`config.mk`:
```
export PLATFORM = sky130hd
export DESIGN_NAME = alu_cmd_sequencer
export DESIGN_NICKNAME = d
export VERILOG_FILES = /design/src/rtl/alu_cmd_sequencer.sv
export SDC_FILE = /design/constraint.sdc
export NUM_CORES = 1
export LEC_CHECK = 0
export ABC_CLOCK_PERIOD_IN_PS = 4100
export BUFFER_PORTS_ARGS = -buffer_cell sky130_fd_sc_hd__buf_4
export CORE_UTILIZATION = 50
export DETAILED_ROUTE_END_ITERATION = 8
export PLACE_DENSITY = 0.89
export SLEW_MARGIN = 20
export SYNTH_ARGS = -nofsm -noshare
export SYNTH_HDL_FRONTEND = slang
export SYNTH_SLANG_ARGS = --single-unit
```
`constraint.sdc`:
```
create_clock -name clk -period 4.1 [get_ports clk]
set_input_delay 0.41 -clock clk [delete_from_list [all_inputs] [get_ports clk]]
set_output_delay 0.41 -clock clk [all_outputs]
set_load 0.01 [all_outputs]
```
`src/rtl/alu_cmd_sequencer.sv`:
```
// Command-side master for the 16-bit combinational ALU: accepts load/execute
// commands, iterates the ALU on its own accumulator, and returns value and flags.
module alu_cmd_sequencer #(
    parameter int WIDTH = 16,
    parameter int CNT_W = 4
) (
    input  logic             clk,
    input  logic             rst_n,
    input  logic             cmd_valid,
    output logic             cmd_ready,
    input  logic             cmd_load,
    input  logic [2:0]       cmd_op,
    input  logic [WIDTH-1:0] cmd_data,
    input  logic [CNT_W-1:0] cmd_rep,
    output logic [WIDTH-1:0] alu_in_a,
    output logic [WIDTH-1:0] alu_in_b,
    output logic [2:0]       alu_opcode,
    input  logic [WIDTH-1:0] alu_result,
    input  logic             alu_cout,
    output logic             rsp_valid,
    input  logic             rsp_ready,
    output logic [WIDTH-1:0] rsp_data,
    output logic             rsp_carry,
    output logic             rsp_zero,
    output logic             busy
);

    typedef enum logic [1:0] {
        IDLE = 2'd0,
        EXEC = 2'd1,
        RESP = 2'd2
    } state_t;

    localparam logic [2:0] OP_ADD = 3'b101;
    localparam logic [2:0] OP_SUB = 3'b110;

    state_t             state;
    logic [WIDTH-1:0]   acc;
    logic [WIDTH-1:0]   opb_reg;
    logic [2:0]         op_reg;
    logic [CNT_W-1:0]   iter_cnt;
    logic               carry;

    // ALU operands come straight from registers so they only move on clock edges
    assign alu_in_a   = acc;
    assign alu_in_b   = opb_reg;
    assign alu_opcode = op_reg;
    assign rsp_data   = acc;
    assign rsp_carry  = carry;
    assign rsp_zero   = (acc == '0);

    always_ff @(posedge clk or negedge rst_n) begin
        if (!rst_n) begin
            state     <= IDLE;
            acc       <= '0;
            opb_reg   <= '0;
            op_reg    <= '0;
            iter_cnt  <= '0;
            carry     <= 1'b0;
            cmd_ready <= 1'b1;
            rsp_valid <= 1'b0;
            busy      <= 1'b0;
        end else begin
            case (state)
                IDLE: begin
                    if (cmd_valid) begin
                        cmd_ready <= 1'b0;
                        busy      <= 1'b1;
                        if (cmd_load) begin
                            acc       <= cmd_data;
                            carry     <= 1'b0;
                            rsp_valid <= 1'b1;
                            state     <= RESP;
                        end else begin
                            op_reg   <= cmd_op;
                            opb_reg  <= cmd_data;
                            iter_cnt <= (cmd_rep == '0) ? CNT_W'(1) : cmd_rep;
                            state    <= EXEC;
                        end
                    end
                end
                EXEC: begin
                    acc <= alu_result;
                    // carry-out is only defined by the ALU for ADD and SUB
                    if (op_reg == OP_ADD || op_reg == OP_SUB) begin
                        carry <= alu_cout;
                    end
                    iter_cnt <= iter_cnt - CNT_W'(1);
                    if (iter_cnt == CNT_W'(1)) begin
                        rsp_valid <= 1'b1;
                        state     <= RESP;
                    end
                end
                RESP: begin
                    if (rsp_ready) begin
                        rsp_valid <= 1'b0;
                        busy      <= 1'b0;
                        cmd_ready <= 1'b1;
                        state     <= IDLE;
                    end
                end
                default: begin
                    rsp_valid <= 1'b0;
                    busy      <= 1'b0;
                    cmd_ready <= 1'b1;
                    state     <= IDLE;
                end
            endcase
        end
    end

endmodule

```
==> metrics.md, run 1 <==
| Metric | Value |
|---|---|
| Critical Path Start Type | flip-flop |
| EDFF count, synth | 0 |
| Clock Path Buffers | 2 |
| Initial core utilization | 0.520 |
| Wire per inst | 14.6 um |
| IO Count | 101 |
| Commonest non-fill, non-tap cells in the layout | buf_4, dfrtp_1, o21ai_0 |
| Number of hold violations in the final report | 0 |
| Pin count of the biggest net entering global routing | 46 |
| Placeable core area | 4320 sq um |
| Layout cells sized above 1 | 0.473 |
| Mapped Nets | 244 |
| Clock-pin slew on the worst setup and hold paths | 0.08 ns |
| H-tree levels | 2 |
| First-pass GRT wire length | just over 8000 um |
| GP Congestion | 0.771 |
| Fin crit share | 0.488 |
| Setup_tns | 0 ns |
| NetSw | about 0.00089 W |
| Final clock skew | 0.00438 ns |
| Crit path kind | flip-flop to flip-flop |
| Internal Power | 0.00146 W |
| # DRC | 1 |
| Clock Latency Late Sink | approximately 0.28 ns |
| Pins Over Slew Limit | 0 |
| Layout net count | 327 |
| CP Data Required Time | about 4.2 ns |
| Setup bufs post-CTS | 0 |
| Worst Path Max Fanout | 13 |
| Worst path slowest cell | nor2b_2 |
| F_max | approximately 500 MHz |
| Diode count | 0 |
| Headroom to the max-slew limit | 0.464 |
| CP bufs+invs | 1 |
| Worst EP arrival | 2.13 ns |
| Total global-route track usage | 0.209 |
| Syn_area_per_cell | 11.4 sq um |
| Sw Share | 0.379 |
| Yosys warns | 0 |
| Comb power frac | 0.509 |
| Failing checks | design-rule violations |
| Setup violators final | 0 |
| Clock sinks | 45 |
| Port Buf Inserts | 100 |
| Fill cell count | 364 |
| Routed Antenna Nets | 0 |
| Clock group share of total power | 0.116 |
| Hold_buf cts | 0 |
| Critical path's top delay family | simple AND/OR/NAND/NOR gates |
| Post-synth ARST share | 1.00 |
| Crit-path max cell delay | slightly above 0.6 ns |
| Seq/Total Area, Yosys | 0.501 |
| Sequential Power Share | 0.375 |
| Die height | 69.1 um |
| Total gr overflow | 0 |
| Crit-path cells | nor2b_2 -> buf_4 -> mux2i_1 -> o21ai_0 |
| Final Core Density | 0.687 |
| Max-cap violation count | 0 |
| RSZ-0062 raised after global routing | false |
| Synthesized instance count | 197 |
| Via Count | 1,718 |
| DIE AREA | approximately 4800 sq um |
| CTS tree | built |
| Hpwl dp | 3750 um |
| DRT iter0 DRCs | 50 |
| Maximum vdd drop | 0.000415 V |
| TritonRoute pass-1 iters | 6 |
| Yosys cell types | 33 |
| Vias in the first global route | 1,727 |
| Status | complete, but fails checks |
| Setup crit end kind | flip-flop |
| Resized cells post-CTS | 0 |
| Seq cells post-synth | 45 |
| Initial antenna violation count | 0 |
| Most common cell after layout, fill and taps aside | buf_4 |
| Pwr/cell area | 793 nW/um^2 |
| Worst slew pin tran | 0.804 ns |
| Worst hold path class | input port to async pin |
| Synthesis-to-finish area growth | 32.2% |
| Register area | 1130 sq um |
| # rows | 24 |
| Area of the multi-input gates | roughly 900 sq um |
| Synth Cell Area | 2250 sq um |
| Post-synth top flop | dfrtp_1 |
| Die Width | 69.1 um |
| Drt total wl | roughly 4900 um |
| Clk root buf | clkbuf_8 |
| Leakage | 1.48 nW |
| Routed vias/inst | 5.16 |
| Tmin final | approximately 2 ns |
| PnR Total Power | 0.00236 W |
| Clock buffer count from CTS | 5 |
[flip-flops by register name (all words and copies together) (netlist names)]
| signal | count |
|---|---|
| rsp_carry | 1 |
| alu_in_b | 16 |
| cmd_ready | 1 |
| state | 2 |
| alu_in_a | 16 |
| alu_opcode | 3 |
| busy | 1 |
| rsp_valid | 1 |
| iter_cnt | 4 |
[cell usage after synthesis (4+ instances only)]
library cell / instances / area share
buf_6: 4 / 0.020
nand3_1: 4 / 0.0089
nor2_1: 6 / 0.010
a21oi_1: 7 / 0.016
buf_4: 18 / 0.060
nand2_1: 20 / 0.033
o21ai_0: 23 / 0.051
inv_1: 5 / 0.0083
nor4_1: 4 / 0.011
mux2_2: 10 / 0.050
mux2i_1: 16 / 0.071
dfrtp_1: 44 / 0.49
mux2_4: 10 / 0.067
nand2b_1: 4 / 0.011
[layer usage]
| metal | part of all wire | GRT usage | wire, um | vias to the layer above |
|---|---|---|---|---|
| met1 | 0.40 | 0.253 | 1960 | 830 |
| met3 | 0.043 | 0.0365 | 208 | 6 |
| li1 | - | - | - | 832 |
| met2 | 0.54 | 0.375 | 2620 | 50 |
| met5 | 0 | 0 | 0 | - |
| met4 | 0.015 | 0.0658 | 73 | 0 |
[kinds of logic after synthesis]
logic type	synth area share
flip-flops	0.501
adder cells (fa/ha/maj)	0.0111
AO/OA/AOI/OAI	0.0840
XOR/XNOR	0.00390
multiplexers	0.188
AND/OR/NAND/NOR	0.108
buffers and inverters	0.104
[area by class of cell]
class / count / share of cell area
sequential: 45 / 0.379
multi-input combinational: 121 / 0.302
timing repair buffer: 102 / 0.260
clock buffer: 8 / 0.0303
tap: 52 / 0.0219
inverter: 5 / 0.00632
[through the flow]
| stage | hold WS (ns) | instances | setup WS [ns] | area (sq um) |
|---|---|---|---|---|
| global route | 0.152 | 333 | 1.93 | 2970 |
| CTS | 0.130 | 332 | 1.89 | 2960 |
| detailed placement | 0.445 | 324 | 1.89 | 2870 |
| finish | 0.118 | 333 | 2.10 | 2970 |
| global placement | 0.431 | 324 | 1.96 | 2870 |
| floorplan | 0.114 | 197 | 2.63 | 2250 |
[path summary, 6_finish.rpt]
path                        startpoint             to  slack (ns)  cells past startpoint
max                           state[0]    alu_in_a[2]        2.10                      4
min                              rst_n   alu_in_a[13]        0.12                      1
max reg2reg                   state[0]    alu_in_a[2]        2.10                      4
min reg2reg                alu_in_b[4]    alu_in_b[4]        0.51                      1
max in group asynchronous        rst_n      cmd_ready        3.60                      1
min in group clk             cmd_op[1]  alu_opcode[1]        0.36                      2
[power by group through the flow]
| stage | Sequential [W] | Clock, W | Combinational [W] |
|---|---|---|---|
| after floorplan | 0.000918 | 0 | 0.000743 |
| after global placement | 0.000882 | 0 | 0.00117 |
| after detailed placement | 0.000890 | 0 | 0.00121 |
| after CTS | 0.000884 | 0.000284 | 0.00121 |
| after global routing | 0.000920 | 0.000299 | 0.00130 |
| final | 0.000883 | 0.000273 | 0.00120 |
Note: power is estimated with default switching activity, not from simulation.
==> run 2: changes to the inputs <==
ABC_CLOCK_PERIOD_IN_PS = 1850   (was 4100)
CORE_UTILIZATION = 47   (was 50)
PLACE_DENSITY = 0.85   (was 0.89)
clock period = 1.85 ns   (was 4.1 ns; I/O delays follow)
==> run 2 against run 1 <==
Global-route usage is 0.42 points lower. Sequential power up 120%. Register-to-register slack worse by 1.8 ns. Setup slack got worse by 1.9 ns. Cell area grew 0.67%. Utilization decreased by 1.9 points. Sequential share of layout area is 0.25 points lower. The run still ends with design-rule violations left. Routed wire length increased by 5.7%. Via count up 0.47%. Clock skew is 0.0026 ns higher. Critical endpoint is now rsp_zero. Sequential cell count unchanged.
==> metrics.md, run 2 (same netlist as run 1, synthesis figures left out) <==
| Metric | Value |
|---|---|
| Internal Power | between 0.003 and 0.004 W |
| Commonest non-fill, non-tap cells in the layout | buf_4, dfrtp_1, o21ai_0 |
| # DRC | 8 |
| Final Core Density | 0.669 |
| Setup_tns | 0 ns |
| Setup violators final | 0 |
| Initial antenna violation count | 0 |
| Clock sinks | 45 |
| Crit path kind | flip-flop to output port |
| Fin crit share | 0.907 |
| Via Count | 1,726 |
| Tmin final | 1.68 ns |
| Clock Latency Late Sink | 0.28 ns |
| Worst r2r path cells | 4 |
| Maximum vdd drop | 0.000873 V |
| CP Data Required Time | approximately 1.7 ns |
| Port Buf Inserts | 100 |
| Status | complete, but fails checks |
| Critical Path Start Type | flip-flop |
| Clk root buf | clkbuf_8 |
| Comb power frac | 0.518 |
| Final clock skew | 0.00693 ns |
| Register-to-register setup slack | 0.29 ns |
| Die Width | 71.2 um |
| Worst Setup SP | alu_in_a[1] |
| Diode count | 0 |
| Drt total wl | 5140 um |
| Die height | 71.2 um |
| Headroom to the max-slew limit | 0.638 |
| Worst Path Max Fanout | 4 |
| Placeable core area | 4470 sq um |
| IO Count | 101 |
| F_max | roughly 600 MHz |
| Pin count of the biggest net entering global routing | 46 |
| First-pass GRT wire length | between 7000 and 8000 um |
| DIE AREA | roughly 5100 sq um |
| Initial core utilization | 0.503 |
| Reg2Reg Launch Point | state[1] |
| Most common cell after layout, fill and taps aside | buf_4 |
| Layout cells sized above 1 | 0.472 |
| Total global-route track usage | 0.205 |
| Synthesis-to-finish area growth | 33.1% |
| Routed vias/inst | 5.14 |
| Wire per inst | about 15 um |
| Worst slew pin tran | 0.543 ns |
| TritonRoute pass-1 iters | 8 |
| Resized cells post-CTS | 0 |
| RSZ-0062 raised after global routing | false |
| Worst EP arrival | approximately 1.5 ns |
| DRT iter0 DRCs | approximately 120 |
| GP Congestion | 0.779 |
| Hpwl dp | 3890 um |
| Inst Count DP | 327 |
| # rows | 24 |
| Setup bufs post-CTS | 0 |
| Setup crit end kind | output port |
| Hold_buf cts | 1 |
| Routed Antenna Nets | 0 |
| Number of hold violations in the final report | 0 |
| Sw Share | 0.385 |
| H-tree levels | 2 |
| NetSw | approximately 0.0020 W |
| Fill cell count | ~360 |
| Failing checks | design-rule violations |
| Total gr overflow | 0 |
| CTS tree | built |
| Layout net count | 330 |
| Vias in the first global route | 1,620 |
| Clock-pin slew on the worst setup and hold paths | 0.07 ns |
| Pins Over Slew Limit | 0 |
| Max-cap violation count | 0 |
| PnR Total Power | roughly 0.0053 W |
| Sequential Power Share | 0.374 |
| Reg-to-Reg End | alu_in_b[4] |
| Non-Filler Instances | approximately 340 |
| Crit path to | rsp_zero |
| Clock buffer count from CTS | 5 |
| Clock Path Buffers | 2 |
| Leakage | 1.49 nW |
| Clock group share of total power | 0.107 |
| Pwr/cell area | between 1500 and 2000 nW/um^2 |
| Worst hold path class | input port to flip-flop |
-- run 2: how the worst min path moves through the flow --
stage                                to         start  slack [ns]  cells after the start
after floorplan             alu_in_a[0]         rst_n       -0.11                      0
after global placement        rsp_valid         rst_n        0.21                      1
after detailed placement      rsp_valid         rst_n        0.21                      1
after CTS                 alu_opcode[1]     cmd_op[1]        0.12                      2
after global routing       alu_in_b[14]  cmd_data[14]        0.12                      2
final                     alu_opcode[1]     cmd_op[1]        0.13                      2
-- run 2: area by class of cell --
type / instances / area, sq um / share of cell area
Clock buffer: 8 / 80.1 / 0.0268
Inverter: 5 / 18.8 / 0.00627
Multi-Input combinational cell: 121 / 897 / 0.300
Sequential cell: 45 / 1130 / 0.377
Tap cell: 52 / 65.1 / 0.0217
Timing Repair Buffer: 105 / 803 / 0.269
-- run 2: power by group through the flow --
stage | logic, W | clock network (W) | registers (W)
global placement | 0.00264 | 0 | 0.00197
finish | 0.00273 | 0.000565 | 0.00197
global route | 0.00293 | 0.000622 | 0.00204
floorplan | 0.00165 | 0 | 0.00203
CTS | 0.00275 | 0.000585 | 0.00197
detailed placement | 0.00274 | 0 | 0.00198
-- run 2: worst max-delay path: stages (launching register included) --
cell	delay [ns]
dfrtp_1	0.42
nor4_1	0.43
and4_1	0.25
buf_4	0.11
-- run 2: stage by stage --
| step | setup WS [ns] | cell area (sq um) | hold WS (ns) |
|---|---|---|---|
| detailed placement | 0.287 | 2900 | 0.212 |
| finish | 0.172 | 2990 | 0.131 |
| CTS | 0.193 | 2990 | 0.123 |
| global route | 0.134 | 2990 | 0.123 |
| floorplan | 0.377 | 2250 | -0.111 |
| global placement | 0.325 | 2900 | 0.211 |
-- run 2: per-layer routing --
layer | global-route usage | routed length, um | vias up
li1 | - | - | 835
met1 | 0.264 | 2210 | 813
met2 | 0.346 | 2600 | 71
met3 | 0.0313 | 238 | 7
met4 | 0.0844 | 97 | 0
met5 | 0 | 0 | -
